<file path="src/rtl/uart_pkg.sv">
// Shared UART definitions: receiver/transmitter FSM encoding, data width and default bit timing.
package uart_pkg;

  localparam int DATA_W               = 8;
  localparam int CLKS_PER_BIT_DEFAULT = 16;

  typedef enum logic [1:0] {
    IDLE  = 2'd0,
    START = 2'd1,
    DATA  = 2'd2,
    STOP  = 2'd3
  } uart_state_e;

endpackage

</file>
<file path="src/rtl/fifo_rx.sv">
// Receive byte buffer: circular memory with registered pop data/strobe and registered full/non-empty decodes.
module fifo_rx
  import uart_pkg::*;
#(
  parameter int DEPTH = 16
) (
  input  logic              clk,
  input  logic              rst,
  input  logic              push,
  input  logic [DATA_W-1:0] push_data,
  input  logic              pop,
  output logic [DATA_W-1:0] pop_data,
  output logic              pop_valid,
  output logic              full,
  output logic              not_empty
);

  localparam int AW = $clog2(DEPTH);
  localparam int CW = AW + 1;

  logic [DATA_W-1:0] mem [DEPTH];
  logic [AW-1:0]     wr_ptr_q, wr_ptr_d;
  logic [AW-1:0]     rd_ptr_q, rd_ptr_d;
  logic [CW-1:0]     count_q, count_d;
  logic [DATA_W-1:0] pop_data_q, pop_data_d;
  logic              pop_valid_q, pop_valid_d;
  logic              full_q, full_d;
  logic              not_empty_q, not_empty_d;
  logic              do_push, do_pop;

  // A pop only sees entries already present, so an empty buffer ignores a same-cycle push.
  always_comb begin
    do_push     = push && (count_q != CW'(DEPTH));
    do_pop      = pop && (count_q != '0);
    wr_ptr_d    = wr_ptr_q + AW'(do_push);
    rd_ptr_d    = rd_ptr_q + AW'(do_pop);
    count_d     = count_q + CW'(do_push) - CW'(do_pop);
    pop_data_d  = do_pop ? mem[rd_ptr_q] : pop_data_q;
    pop_valid_d = do_pop;
    full_d      = (count_d == CW'(DEPTH));
    not_empty_d = (count_d != '0);
  end

  always_ff @(posedge clk or posedge rst) begin
    if (rst) begin
      wr_ptr_q    <= '0;
      rd_ptr_q    <= '0;
      count_q     <= '0;
      pop_data_q  <= '0;
      pop_valid_q <= 1'b0;
      full_q      <= 1'b0;
      not_empty_q <= 1'b0;
    end else begin
      wr_ptr_q    <= wr_ptr_d;
      rd_ptr_q    <= rd_ptr_d;
      count_q     <= count_d;
      pop_data_q  <= pop_data_d;
      pop_valid_q <= pop_valid_d;
      full_q      <= full_d;
      not_empty_q <= not_empty_d;
    end
  end

  always_ff @(posedge clk) begin
    if (do_push) mem[wr_ptr_q] <= push_data;
  end

  assign pop_data  = pop_data_q;
  assign pop_valid = pop_valid_q;
  assign full      = full_q;
  assign not_empty = not_empty_q;

endmodule

</file>
<file path="src/rtl/uart_rx_fifo.sv">
// UART 8N1 receiver: synchroniser, oversampling FSM and sticky error flags feeding a receive FIFO.
module uart_rx_fifo
  import uart_pkg::*;
#(
  parameter int CLKS_PER_BIT = CLKS_PER_BIT_DEFAULT,
  parameter int DEPTH        = 16
) (
  input  logic              clk_fifo_rx,
  input  logic              rst,
  input  logic              rx,
  input  logic              rd_en,
  input  logic              clr_err,
  output logic [DATA_W-1:0] data_out,
  output logic              data_valid,
  output logic              fifo_rx_status,
  output logic              fifo_full,
  output logic              overrun,
  output logic              frame_err
);

  localparam logic [15:0] HALF_LAST = 16'(CLKS_PER_BIT / 2 - 1);
  localparam logic [15:0] BIT_LAST  = 16'(CLKS_PER_BIT - 1);

  logic              rx_meta_q, rx_sync_q, rx_prev_q;
  uart_state_e       state_q, state_d;
  logic [15:0]       cnt_q, cnt_d;
  logic [2:0]        bit_idx_q, bit_idx_d;
  logic [DATA_W-1:0] shift_q, shift_d;
  logic              push_q, push_d;
  logic              frame_err_q, frame_err_d;
  logic              overrun_q, overrun_d;
  logic              frame_set;
  logic              buf_full;

  // Start sample lands mid start bit; every later sample is one full bit apart.
  always_comb begin
    state_d   = state_q;
    cnt_d     = cnt_q;
    bit_idx_d = bit_idx_q;
    shift_d   = shift_q;
    push_d    = 1'b0;
    frame_set = 1'b0;
    case (state_q)
      IDLE: begin
        cnt_d     = '0;
        bit_idx_d = '0;
        if (rx_prev_q && !rx_sync_q) state_d = START;
      end
      START: begin
        if (cnt_q == HALF_LAST) begin
          cnt_d   = '0;
          state_d = rx_sync_q ? IDLE : DATA;
        end else cnt_d = cnt_q + 16'd1;
      end
      DATA: begin
        if (cnt_q == BIT_LAST) begin
          cnt_d     = '0;
          shift_d   = {rx_sync_q, shift_q[DATA_W-1:1]};
          bit_idx_d = bit_idx_q + 3'd1;
          if (bit_idx_q == 3'd7) state_d = STOP;
        end else cnt_d = cnt_q + 16'd1;
      end
      STOP: begin
        if (cnt_q == BIT_LAST) begin
          cnt_d     = '0;
          state_d   = IDLE;
          push_d    = rx_sync_q;
          frame_set = !rx_sync_q;
        end else cnt_d = cnt_q + 16'd1;
      end
      default: state_d = IDLE;
    endcase
    frame_err_d = frame_set | (frame_err_q & ~clr_err);
    overrun_d   = (push_q & buf_full) | (overrun_q & ~clr_err);
  end

  always_ff @(posedge clk_fifo_rx or posedge rst) begin
    if (rst) begin
      rx_meta_q   <= 1'b1;
      rx_sync_q   <= 1'b1;
      rx_prev_q   <= 1'b1;
      state_q     <= IDLE;
      cnt_q       <= '0;
      bit_idx_q   <= '0;
      shift_q     <= '0;
      push_q      <= 1'b0;
      frame_err_q <= 1'b0;
      overrun_q   <= 1'b0;
    end else begin
      rx_meta_q   <= rx;
      rx_sync_q   <= rx_meta_q;
      rx_prev_q   <= rx_sync_q;
      state_q     <= state_d;
      cnt_q       <= cnt_d;
      bit_idx_q   <= bit_idx_d;
      shift_q     <= shift_d;
      push_q      <= push_d;
      frame_err_q <= frame_err_d;
      overrun_q   <= overrun_d;
    end
  end

  fifo_rx #(
    .DEPTH(DEPTH)
  ) u_fifo (
    .clk       (clk_fifo_rx),
    .rst       (rst),
    .push      (push_q),
    .push_data (shift_q),
    .pop       (rd_en),
    .pop_data  (data_out),
    .pop_valid (data_valid),
    .full      (buf_full),
    .not_empty (fifo_rx_status)
  );

  assign fifo_full = buf_full;
  assign overrun   = overrun_q;
  assign frame_err = frame_err_q;

endmodule
</file>
<file path="config.mk">
export PLATFORM = sky130hd
export DESIGN_NAME = uart_rx_fifo
export DESIGN_NICKNAME = d
export VERILOG_FILES = /design/src/rtl/uart_pkg.sv /design/src/rtl/fifo_rx.sv /design/src/rtl/uart_rx_fifo.sv
export SDC_FILE = /design/constraint.sdc
export NUM_CORES = 1
export LEC_CHECK = 0
export ABC_CLOCK_PERIOD_IN_PS = 4150
export BUFFER_PORTS_ARGS = -buffer_cell sky130_fd_sc_hd__buf_2
export CORE_AREA = 2 2 114 116
export DETAILED_ROUTE_END_ITERATION = 8
export DIE_AREA = 0 0 116 118
export PLACE_DENSITY = 0.84
export SLEW_MARGIN = 40
export SYNTH_ARGS = -nofsm -noshare
export SYNTH_HDL_FRONTEND = slang
export SYNTH_SLANG_ARGS = --single-unit
</file>
<file path="constraint.sdc">
create_clock -name clk_fifo_rx -period 4.15 [get_ports clk_fifo_rx]
set_input_delay 0.83 -clock clk_fifo_rx [delete_from_list [all_inputs] [get_ports clk_fifo_rx]]
set_output_delay 0.83 -clock clk_fifo_rx [all_outputs]
set_load 0.05 [all_outputs]
</file>
[Word-level counts from Yosys, hierarchy flattened]
Memory sizes are Yosys's and may differ from the RTL's. A register that Yosys moved wholly into a read port is not among the register bits.
Cells that the tools add are included.
Word-level totals
  flip-flop bits (word level): 51
  memory bits (writable): 128
  input bits: 5
  output and inout bits: 13
  word-level logic and storage cells: 72
  memories kept: 1
Operators by class
  add/sub/neg operators: 6
  equality and inequality tests: 13
  muxes and demuxes: 18
  bitwise operators: 6
  reduce and logical (&&, ||, !) cells: 12
Memories
  u_fifo.mem: depth 16, bits a word 8, read ports 1, clocked after Yosys merged registers in 1, write ports 1, RTL line fifo_rx.sv:21  | logic [DATA_W-1:0] mem [DEPTH];
Operators by type and width (count)
  case mux 16 bit (3 select lines): 1
  two-way mux 16 bit: 2
  adder 16 x 1 -> 16 bit, second input constant: 1
  equality test 16 x 3 -> 1 bit, second input constant: 1
  equality test 16 x 4 -> 1 bit, second input constant: 1
  two-way mux 2 bit: 6
  inequality test 2 bit, second input constant: 5
  nonzero test 5 bit: 2
  adder 4 x 1 -> 4 bit: 2
  case mux 2 bit (4 select lines): 1
  two-way mux 1 bit: 6
  case mux 3 bit (2 select lines): 1
  adder 5 x 1 -> 5 bit: 1
  equality test 5 bit, second input constant: 1
  inequality test 5 bit, second input constant: 1
  AND reduction 5 bit: 1
  subtractor 5 x 1 -> 5 bit: 1
  equality test 2 bit, second input constant: 2
  AND reduction 2 bit: 2
  adder 3 x 1 -> 3 bit, second input constant: 1
  AND 1 bit: 3
  equality test 3 bit, second input constant: 1
  logical AND 1 bit: 3
  two-way mux 3 bit: 1
  7 further kinds: 8

[Logic depth before layout (Yosys ltp)]
Gate-level depths: netlist (run 1).
  word-level depth: 5
  depth in mapped cells: 14
  gate-level depth less buffers: 13

[By module]
A second synthesis (run 1) with hierarchy kept.
Second synthesis, totals
  cell total of the unflattened synthesis: 447
  area, all modules: 7652.3 µm²
Modules (own cells, without submodules)
  fifo_rx: times used 1, cells each 298, area each 5998.3 µm², seq. area each 4444.3 µm²
  uart_rx_fifo: times used 1, cells each 149, area each 1654.1 µm², seq. area each 879.6 µm²

[Worst setup path before layout (run 1)]
OpenSTA, ideal clock, no wires.
  kind: reg-to-reg
  start: register u_fifo.count_q[3]
  end: register u_fifo.not_empty_q (netlist: u_fifo.not_empty)
  library setup time: 133 ps
  arrival: 3090 ps
  data required time: 4017 ps
  path slack: 928 ps
  cell stages (with the launch flop): 15
  buffers on the path: 1
  period minus slack after synthesis: 3222 ps
  cells stage by stage: dfrtp_1 inv_1 ha_1 or3b_2 o21ai_2 clkbuf_1 inv_1 ha_1 inv_1 ha_1 fa_1 a21oi_1 o21bai_1 xnor2_1 nand3b_1
On the way
  elaborated cells on any way between the ends: 7
  classes of those cells: add/sub: 2; eq/ne: 1; reduce/logical: 4
RTL lines
  start, declared: RTL line fifo_rx.sv:24  | logic [CW-1:0] count_q, count_d;
  start signal, assigned: RTL line fifo_rx.sv:56  | count_q <= count_d;
  nonzero test 5 bit: RTL line fifo_rx.sv:34  | do_pop = pop && (count_q != '0);
  logical AND 1 bit: RTL line fifo_rx.sv:34
  named net u_fifo.do_pop: RTL line fifo_rx.sv:29  | logic do_push, do_pop;
  subtractor 5 x 1 -> 5 bit: RTL line fifo_rx.sv:37  | count_d = count_q + CW'(do_push) - CW'(do_pop);
  nonzero test 5 bit: RTL line fifo_rx.sv:41  | not_empty_d = (count_d != '0);
  named net u_fifo.not_empty_d: RTL line fifo_rx.sv:28  | logic not_empty_q, not_empty_d;
  end signal, assigned: RTL line fifo_rx.sv:60  | not_empty_q <= not_empty_d;
  end, declared: RTL line fifo_rx.sv:28
The timed path passes the listed nets, and every way through them passes these cells.
A chain may end at the register's enable or synchronous reset.

[Worst setup path in the final report (run 1)]
Ends and elaborated chain as after synthesis.

==> results of run 1 <==
-- metrics by stage --
step	utilization	setup WS (ns)	area, µm²	cells
final	0.685	0.833	8500	645
after global routing	0.685	0.561	8500	645
after CTS	0.685	0.826	8500	645
after detailed placement	0.634	0.913	7870	613
after global placement	0.633	1.08	7860	613
after floorplan	-	0.928	7600	437
-- power breakdown --
group	total, µW	switching, µW	internal, µW
Combinational	916	518	397
Clock	1710	692	1020
Sequential	2330	239	2090
-- cell families (layout without fill, tap and decap cells) --
| group | Yosys count | in the layout | share of synthesized area |
|---|---|---|---|
| DFF | 187 | 187 | 0.701 |
| and+or+nand+nor | 84 | 84 | 0.0679 |
| muxes | 50 | 50 | 0.124 |
| adders and majority gates | 14 | 14 | 0.0240 |
| buffers and inverters | 36 | 72 | 0.0194 |
| xor gates and xnor gates | 19 | 19 | 0.0219 |
| AOI/OAI and AO/OA | 47 | 47 | 0.0420 |
-- sequential cells by signal, summed over array words and instances (netlist names), 3 cells and up, named ones only --
| register | count |
|---|---|
| bit_idx_q | 3 |
| u_fifo.wr_ptr_q | 4 |
| u_fifo.rd_ptr_q | 4 |
| u_fifo.mem | 128 |
| u_fifo.pop_data | 8 |
| cnt_q | 16 |
| u_fifo.count_q | 5 |
| shift_q | 8 |
-- cells in the mapped netlist, types with 2 or more instances --
| cell | instances |
|---|---|
| sky130_fd_sc_hd__or3_1 | 2 |
| sky130_fd_sc_hd__a21oi_1 | 7 |
| sky130_fd_sc_hd__nand3_1 | 8 |
| sky130_fd_sc_hd__mux4_2 | 32 |
| sky130_fd_sc_hd__mux2i_1 | 10 |
| sky130_fd_sc_hd__xnor2_1 | 6 |
| sky130_fd_sc_hd__o21ai_0 | 4 |
| sky130_fd_sc_hd__nand4_1 | 5 |
| sky130_fd_sc_hd__and3_1 | 2 |
| sky130_fd_sc_hd__o22ai_1 | 10 |
| sky130_fd_sc_hd__xor2_1 | 13 |
| sky130_fd_sc_hd__ha_1 | 13 |
| sky130_fd_sc_hd__inv_1 | 17 |
| sky130_fd_sc_hd__clkbuf_1 | 9 |
| sky130_fd_sc_hd__nor4_4 | 3 |
| sky130_fd_sc_hd__a211oi_1 | 8 |
| sky130_fd_sc_hd__dfrtp_1 | 56 |
| sky130_fd_sc_hd__mux2_4 | 8 |
| sky130_fd_sc_hd__nand3b_1 | 4 |
| sky130_fd_sc_hd__nand2_1 | 9 |
| sky130_fd_sc_hd__a21o_1 | 9 |
| sky130_fd_sc_hd__o31ai_1 | 3 |
| sky130_fd_sc_hd__buf_1 | 2 |
| sky130_fd_sc_hd__buf_2 | 7 |
| sky130_fd_sc_hd__nor2b_1 | 2 |
| sky130_fd_sc_hd__edfxtp_1 | 128 |
| sky130_fd_sc_hd__nand2b_1 | 4 |
| sky130_fd_sc_hd__or2_2 | 2 |
| sky130_fd_sc_hd__nor2_1 | 26 |
| sky130_fd_sc_hd__dfstp_2 | 3 |
| sky130_fd_sc_hd__or4_1 | 2 |
| sky130_fd_sc_hd__or3b_2 | 2 |
| sky130_fd_sc_hd__nor3_1 | 5 |
-- cell type report --
| cell class | instances | area [µm²] |
|---|---|---|
| multi-input cells | 214 | 2130 |
| repair buffers | 23 | 130 |
| clock inverters | 15 | 209 |
| well taps | 172 | 215 |
| clock buffers | 17 | 425 |
| fillers | 789 | 3910 |
| inverters | 17 | 63.8 |
| flip-flops and latches | 187 | 5330 |
-- how the worst max path moves through the flow --
stage / end / cells past startpoint / slack (ns) / start
after floorplan: u_fifo.not_empty / 14 / 0.93 / u_fifo.count_q[3]
after global placement: u_fifo.not_empty / 14 / 1.08 / u_fifo.count_q[3]
after detailed placement: u_fifo.not_empty / 14 / 0.91 / u_fifo.count_q[3]
after CTS: u_fifo.full / 13 / 0.83 / u_fifo.count_q[3]
after global routing: u_fifo.not_empty / 14 / 0.56 / u_fifo.count_q[3]
final: u_fifo.not_empty / 14 / 0.83 / u_fifo.count_q[3]
-- metal layers --
| layer | up-vias | share of wire | GRT usage |
|---|---|---|---|
| met5 | - | 0 | 0 |
| met4 | 0 | 0.011 | 0.0662 |
| met3 | 13 | 0.085 | 0.0726 |
| met2 | 148 | 0.53 | 0.363 |
| met1 | 1958 | 0.38 | 0.299 |
| li1 | 1731 | - | - |
-- worst max-delay path: stages, from the launching register on --
cell,delay [ns]
sky130_fd_sc_hd__dfrtp_1,0.40
sky130_fd_sc_hd__inv_1,0.10
sky130_fd_sc_hd__ha_1,0.14
sky130_fd_sc_hd__or3b_2,0.46
sky130_fd_sc_hd__o21ai_2,0.12
sky130_fd_sc_hd__buf_4,0.23
sky130_fd_sc_hd__inv_1,0.11
sky130_fd_sc_hd__ha_1,0.29
sky130_fd_sc_hd__inv_1,0.04
sky130_fd_sc_hd__ha_1,0.22
sky130_fd_sc_hd__fa_1,0.40
sky130_fd_sc_hd__a21oi_1,0.14
sky130_fd_sc_hd__o21bai_1,0.09
sky130_fd_sc_hd__xnor2_1,0.30
sky130_fd_sc_hd__nand3b_1,0.15
==> results.md, run 1 <==
Final layout:
- The library cells used most frequently in the layout, excluding fill and tap cells, are sky130_fd_sc_hd__edfxtp_1, sky130_fd_sc_hd__dfrtp_1, sky130_fd_sc_hd__mux4_2.
- In the final design database the tool counted 479 nets.
- Relative to the synthesized area, the layout overhead comes to 12.0%.
- The most common cell after layout, fill and taps aside is sky130_fd_sc_hd__edfxtp_1.
- In the final layout, the share of cells above drive strength 1 is 0.245.
- The number of antenna diodes in the final layout is 0.

Worst setup path:
- The top fanout value on the critical path is 17.
- By startpoint and endpoint, the worst setup path is classified as reg -> reg.
- The startpoint identified for the worst register-to-register timing path is u_fifo.count_q[3].
- The worst path arrival time is around 3.6 ns.
- The kind of launch point of the worst setup path is a register.
- The worst setup path is captured at a register.
- Setup slack on the worst reg-to-reg path comes out at 0.83 ns.
- The worst register-to-register path has a depth of 14.
- The endpoint required time on the critical path is ~4.4 ns.
- The endpoint of the worst-slack reg-to-reg timing path is u_fifo.not_empty.

Status:
- The flow ran to the end, and the final reports show no timing, DRC or antenna violations.

Hold path:
- The hold path depth is 0.
- The type of the tightest min-delay check is reg -> reg.
- The startpoint of the worst hold path is rx_meta_q.
- The path with the worst hold slack has its endpoint at rx_sync_q.

Route:
- The final route contains 3,850 vias.
- Using the TritonRoute via totals, the vias-per-cell ratio works out to between 5 and 6.
- After detailed routing, the average wire length per cell comes to about 22 µm.
- After detailed routing, the number of remaining DRC violations is 0.
- For this block, the routed nets add up to roughly 14,000 µm of wire.
- The iteration count of the initial detailed-routing pass is 4.
- In this run the remaining antenna-violating nets after routing total 0.
- For this block, the initial DRC count from the detailed router was 534.

Clock tree:
- The count of buffers added by post-CTS timing repair for setup is 0.
- After clock tree synthesis, the clock-pin slew on the worst setup and hold paths is approximately 0.06 ns.
- In this run the clock root is driven by a sky130_fd_sc_hd__clkbuf_16.
- The clock drives between 150 and 200 sinks.
- The CTS tree is done.
- The deepest level of the CTS H-tree is 4.
- The number of buffers inserted for hold repair after clock tree synthesis is 0.
- The clock passes through at most 2 buffers.
- The number of clock buffers added by TritonCTS is 17.
- The clock latency on the worst-skew pair is around 0.43 ns.
- Gates resized during post-CTS repair numbered 0.

Timing:
- After layout, the minimum clock period comes to approximately 3.3 ns.
- The transition time of the tightest slew-check pin is ~0.84 ns.
- The post-route clock skew is 0.00915 ns.
- The remaining max-slew budget at the tightest pin is 0.438.
- Dividing the final minimum period by the clock period gives 0.799.
- The achievable frequency is roughly 300 MHz.
- The sum of negative setup slack is 0 ns.
- The count of endpoints failing setup in the final report is 0.
- Setup repair after global routing left no endpoint under its margin.
- The final max-slew violation count is 0.
- The final-layout worst hold slack is between 0.3 and 0.4 ns.
- The final-report hold violation count is 0.

Synth:
- The async set-or-reset flop fraction in the synthesized netlist is 0.316.
- The dominant cell type by area after synthesis is sky130_fd_sc_hd__edfxtp_1.
- The netlist area before placement is around 7600 µm².
- In the post-synthesis netlist, the biggest area contributors are sky130_fd_sc_hd__edfxtp_1, sky130_fd_sc_hd__dfrtp_1, sky130_fd_sc_hd__mux4_2.
- The number of enable-type register cells in the synthesized netlist is 128.
- The top-area cell type share of the netlist area is 0.506.
- The net count of the mapped netlist is approximately 460.
- The count of warnings emitted by yosys is 0.
- For this run, the register share of the synthesized area comes to 0.701.
- Synthesis instantiated 49 different standard cells from the library.
- In the synthesized netlist the dominant register cell turns out to be sky130_fd_sc_hd__edfxtp_1.
- The post-synthesis register bit count is 187.
- Synthesis produced about 440 cells.
- Each instance of the synthesized netlist takes up on average 17.4 µm².

Placed design:
- Detailed placement finished with a half-perimeter wire length of ~9000 µm.
- At the end of routability-driven placement, the weighted congestion stood at between 0.7 and 0.8.
- The count of input and output buffers is 17.

Global route:
- The overall track demand over capacity in global routing is 0.226.
- The first global-routing pass estimated 22,300 µm of wire.
- The number of global-route vias before repair is ~4,000.
- For this run the aggregate overflow at the end of global routing stands at 0.
- The number of antenna violations at the first check in global routing is 0.
- Entering global routing, the biggest net connects 40 pins.

Power:
- Across the VDD grid, the largest voltage drop is approximately 0.44 mV.
- The standby leakage power is 0.00337 µW.
- The design draws around 5000 µW.
- For this design the ratio of total power to cell area is between 500 and 600 nW/µm².

Floorplan:
- From bottom edge to top edge, the die measures ~120 µm.
- The initial cell density of the core is 0.612.
- The core region is ~12,000 µm².
- The die is about 120 µm wide.
- The floorplan has between 40 and 50 rows.
- In this run the count of I/O pins placed on the die edge is 18.
- The die covers 13,700 µm².

Run:
- Max-cap violations in this run came to 0.
No activity file was read; power rests on OpenSTA's default activity.
==> inputs of run 2 (changes only) <==
--- a/config.mk
+++ b/config.mk
@@ -5,7 +5,7 @@
 export SDC_FILE = /design/constraint.sdc
 export NUM_CORES = 1
 export LEC_CHECK = 0
-export ABC_CLOCK_PERIOD_IN_PS = 4150
+export ABC_CLOCK_PERIOD_IN_PS = 3360
 export BUFFER_PORTS_ARGS = -buffer_cell sky130_fd_sc_hd__buf_2
 export CORE_AREA = 2 2 114 116
 export DETAILED_ROUTE_END_ITERATION = 8
==> constraint.sdc (replaced) <==
create_clock -name clk_fifo_rx -period 3.36 [get_ports clk_fifo_rx]
set_input_delay 0.672 -clock clk_fifo_rx [delete_from_list [all_inputs] [get_ports clk_fifo_rx]]
set_output_delay 0.672 -clock clk_fifo_rx [all_outputs]
set_load 0.05 [all_outputs]
==> results.md, run 2 (same netlist as run 1, synthesis figures left out) <==
Timing:
- The transition time of the tightest slew-check pin is 0.846 ns (+0.00317 ns).
- The achievable frequency is 328 MHz (+8.8%).
- The sum of negative setup slack is 0 ns (unchanged).
- The remaining max-slew budget at the tightest pin was 0.434 (-0.00419).
- The final max-slew violation count came to 0 (unchanged).
- The final worst slack is 0.310 ns (-0.523 ns).
- The final-report hold violation count came to 0 (unchanged).
- The final-layout worst hold slack is 0.353 ns (-0.00564 ns).
- The post-route clock skew came to 0.00975 ns (+0.000597 ns).
- Setup repair after global routing left no endpoint under its margin.
- The part of the cycle the worst path needs was 0.908 (+0.108).
- The count of endpoints failing setup in the final report is 0 (unchanged).
- The time the worst path needs with I/O delays and setup is 3.05 ns (-0.267 ns).

Floorplan:
- The core area is 12,400 µm² (unchanged).
- The initial cell density of the core is 0.612 (unchanged).
- The overall die area is 13,700 µm² (unchanged).
- The number of top-level pins was 18 (unchanged).
- The height of the die is 118 µm (unchanged).
- The number of placement rows came to 41 (unchanged).
- The x dimension of the die is 116 µm (unchanged).

Hold path:
- The path with the worst hold slack has its endpoint at rx_sync_q.
- The startpoint of the worst hold path is rx_meta_q.
- The min-delay analysis places its worst path in the category reg -> reg.
- The hold path depth was 0 (unchanged).

Clock tree:
- The number of CTS-inserted buffers was 17 (unchanged).
- The deepest level of the CTS H-tree is 4 (unchanged).
- The buffer type at the clock tree root is sky130_fd_sc_hd__clkbuf_16.
- The post-cts sizing count is 0 (unchanged).
- The clock latency on the worst-skew pair is 0.43 ns (about the same).
- The sink count of the clock tree is 187 (unchanged).
- The CTS tree is done.
- The number of buffers inserted for hold repair after clock tree synthesis came to 0 (unchanged).
- The count of buffers added by post-CTS timing repair for setup was 0 (unchanged).
- The clock-pin slew of the registers on the worst-case setup and hold paths came to 0.07 ns (about the same).
- The deepest clock path buffer count is 2 (unchanged).

Worst setup path:
- The buffer and inverter count on the worst path is 3 (-1).
- The launching point of the worst reg2reg path is u_fifo.count_q[3].
- Traced cell by cell, the critical path runs through inv_1, ha_1, or3b_2, o21ai_2, inv_1, ha_1, inv_1, ha_1, fa_1, a21oi_1, o21bai_1, xnor2_1, nand3b_1.
- The endpoint required time on the critical path came to 3.66 ns (-0.78 ns).
- The maximum single-stage delay on the critical path is 0.47 ns (about the same).
- STA classifies the critical path endpoint as a register.
- The register-to-register setup slack is 0.31 ns (-0.52 ns).
- In this run the critical register-to-register path is captured at u_fifo.not_empty.
- The top fanout value on the critical path was 3 (-14).
- The depth of the worst register-to-register path is 13 (-1).
- The slowest library cell on the worst path is sky130_fd_sc_hd__or3b_2.
- The most critical setup path has its startpoint at u_fifo.count_q[3].
- The category of cells accounting for the largest share of critical-path delay is adder cells.
- The worst setup path is launched from a register.
- The worst path arrival time is 3.35 ns (-0.26 ns).
- The type of the setup path with the least slack is reg -> reg.

Route:
- The remaining number of nets flagged by the antenna check after routing is 0 (unchanged).
- The iteration count of the initial detailed-routing pass is 4 (unchanged).
- The number of design rule violations left after detail routing is 0 (unchanged).
- The average wire per standard cell came to 21.7 µm (+0.38%).
- The DRC violation total after the first TritonRoute iteration is 431 (-19%).
- The total number of vias is 3,848 (-0.052%).
- The average via count per standard cell is 5.95 (-0.36%).
- The total wire length is 14,100 µm (+0.69%).

Status:
- The flow ran to the end, and the final reports show no timing, DRC or antenna violations.

Run:
- The count of maximum capacitance violations is 0 (unchanged).

Power:
- The standby leakage power is 0.00338 µW (+0.49%).
- The power density over the cells is 726 nW/µm² (+25%).
- The peak supply drop is 0.486 mV (+12%).

Final layout:
- The ratio of cells with drive above 1 in the final layout is 0.242 (-0.00314).
- The final instance area is 8530 µm² (+0.29%).
- The number of nets in the finished design is 481 (+0.42%).
- The area growth from synthesis to layout is 12.3%.
- The largest registers in the layout are u_fifo.mem: 128 flops, cnt_q: 16 flops.
- The flip-flop count of the largest register, all copies and words added is 128 (unchanged).
- The most common cell after layout, fill and taps aside is sky130_fd_sc_hd__edfxtp_1.
- The count of antenna diodes in the layout is 0 (unchanged).
- In the layout the commonest cells are sky130_fd_sc_hd__edfxtp_1, sky130_fd_sc_hd__dfrtp_1, sky130_fd_sc_hd__mux4_2.
- The register containing the most flip-flops in the final layout is u_fifo.mem.

Global route:
- The wire length of the first global-routing pass is 22,400 µm (+0.56%).
- The number of antenna violations at the first check in global routing is 0 (unchanged).
- The pin count of the biggest net entering global routing is 60 (+50%).
- The number of global-route vias before repair came to 4,100 (+2.7%).
- The global-route congestion overflow total came to 0 (unchanged).
- The overall track demand over capacity in global routing is 0.228 (+0.00142).

Placed design:
- The final estimated routing congestion in global placement is 0.829 (+9.3%).
- The cell area reported after detailed placement is 7880 µm² (+0.18%).
- The worst slack after detailed placement was 0.356 ns (-0.557 ns).
- The final HPWL from detailed placement is 8720 µm (-1.3%).
- The count of input and output buffers is 17 (unchanged).
-- run 2: where the power goes --
group	total, µW	internal [µW]	switching (µW)
combinational	1250	504	747
clock	2160	1320	837
sequential	2780	2580	201
-- run 2: worst register-to-register path, cell delays in order, from the launching register on --
cell                       delay (ns)
sky130_fd_sc_hd__dfrtp_1         0.39
sky130_fd_sc_hd__inv_1           0.09
sky130_fd_sc_hd__ha_1            0.13
sky130_fd_sc_hd__or3b_2          0.47
sky130_fd_sc_hd__o21ai_2         0.15
sky130_fd_sc_hd__inv_1           0.09
sky130_fd_sc_hd__ha_1            0.28
sky130_fd_sc_hd__inv_1           0.04
sky130_fd_sc_hd__ha_1            0.23
sky130_fd_sc_hd__fa_1            0.42
sky130_fd_sc_hd__a21oi_1         0.17
sky130_fd_sc_hd__o21bai_1        0.10
sky130_fd_sc_hd__xnor2_1         0.26
sky130_fd_sc_hd__nand3b_1        0.11
-- run 2: layer usage --
| metal | part of all wire | global-route usage | vias to the layer above |
|---|---|---|---|
| li1 | - | - | 1733 |
| met1 | 0.41 | 0.305 | 1974 |
| met2 | 0.53 | 0.370 | 123 |
| met4 | 0.016 | 0.0751 | 0 |
| met3 | 0.049 | 0.0561 | 18 |
| met5 | 0 | 0 | - |
-- run 2: worst max path at each step --
stage	to	cells past startpoint	slack [ns]
3_3_place_gp	u_fifo.not_empty	13	0.51
6_report	u_fifo.not_empty	13	0.31
5_1_grt	u_fifo.not_empty	13	0.15
3_5_place_dp	u_fifo.not_empty	13	0.36
2_1_floorplan	u_fifo.not_empty	14	0.14
4_1_cts	u_fifo.not_empty	13	0.31
-- run 2: area by class of cell --
class	instances	area, µm²
Sequential cell	187	5330
Multi-Input combinational cell	214	2130
Tap cell	172	215
Inverter	17	63.8
Clock inverter	14	215
Clock buffer	18	429
Timing Repair Buffer	25	149
Fill cell	788	3880
-- run 2: through the flow --
stage               std cells  power (µW)   util
finish                    647        6190  0.687
global route              647        6450  0.687
CTS                       647        6240  0.687
detailed placement        615        4060  0.635
global placement          615        4010  0.634
floorplan                 437        3780      -
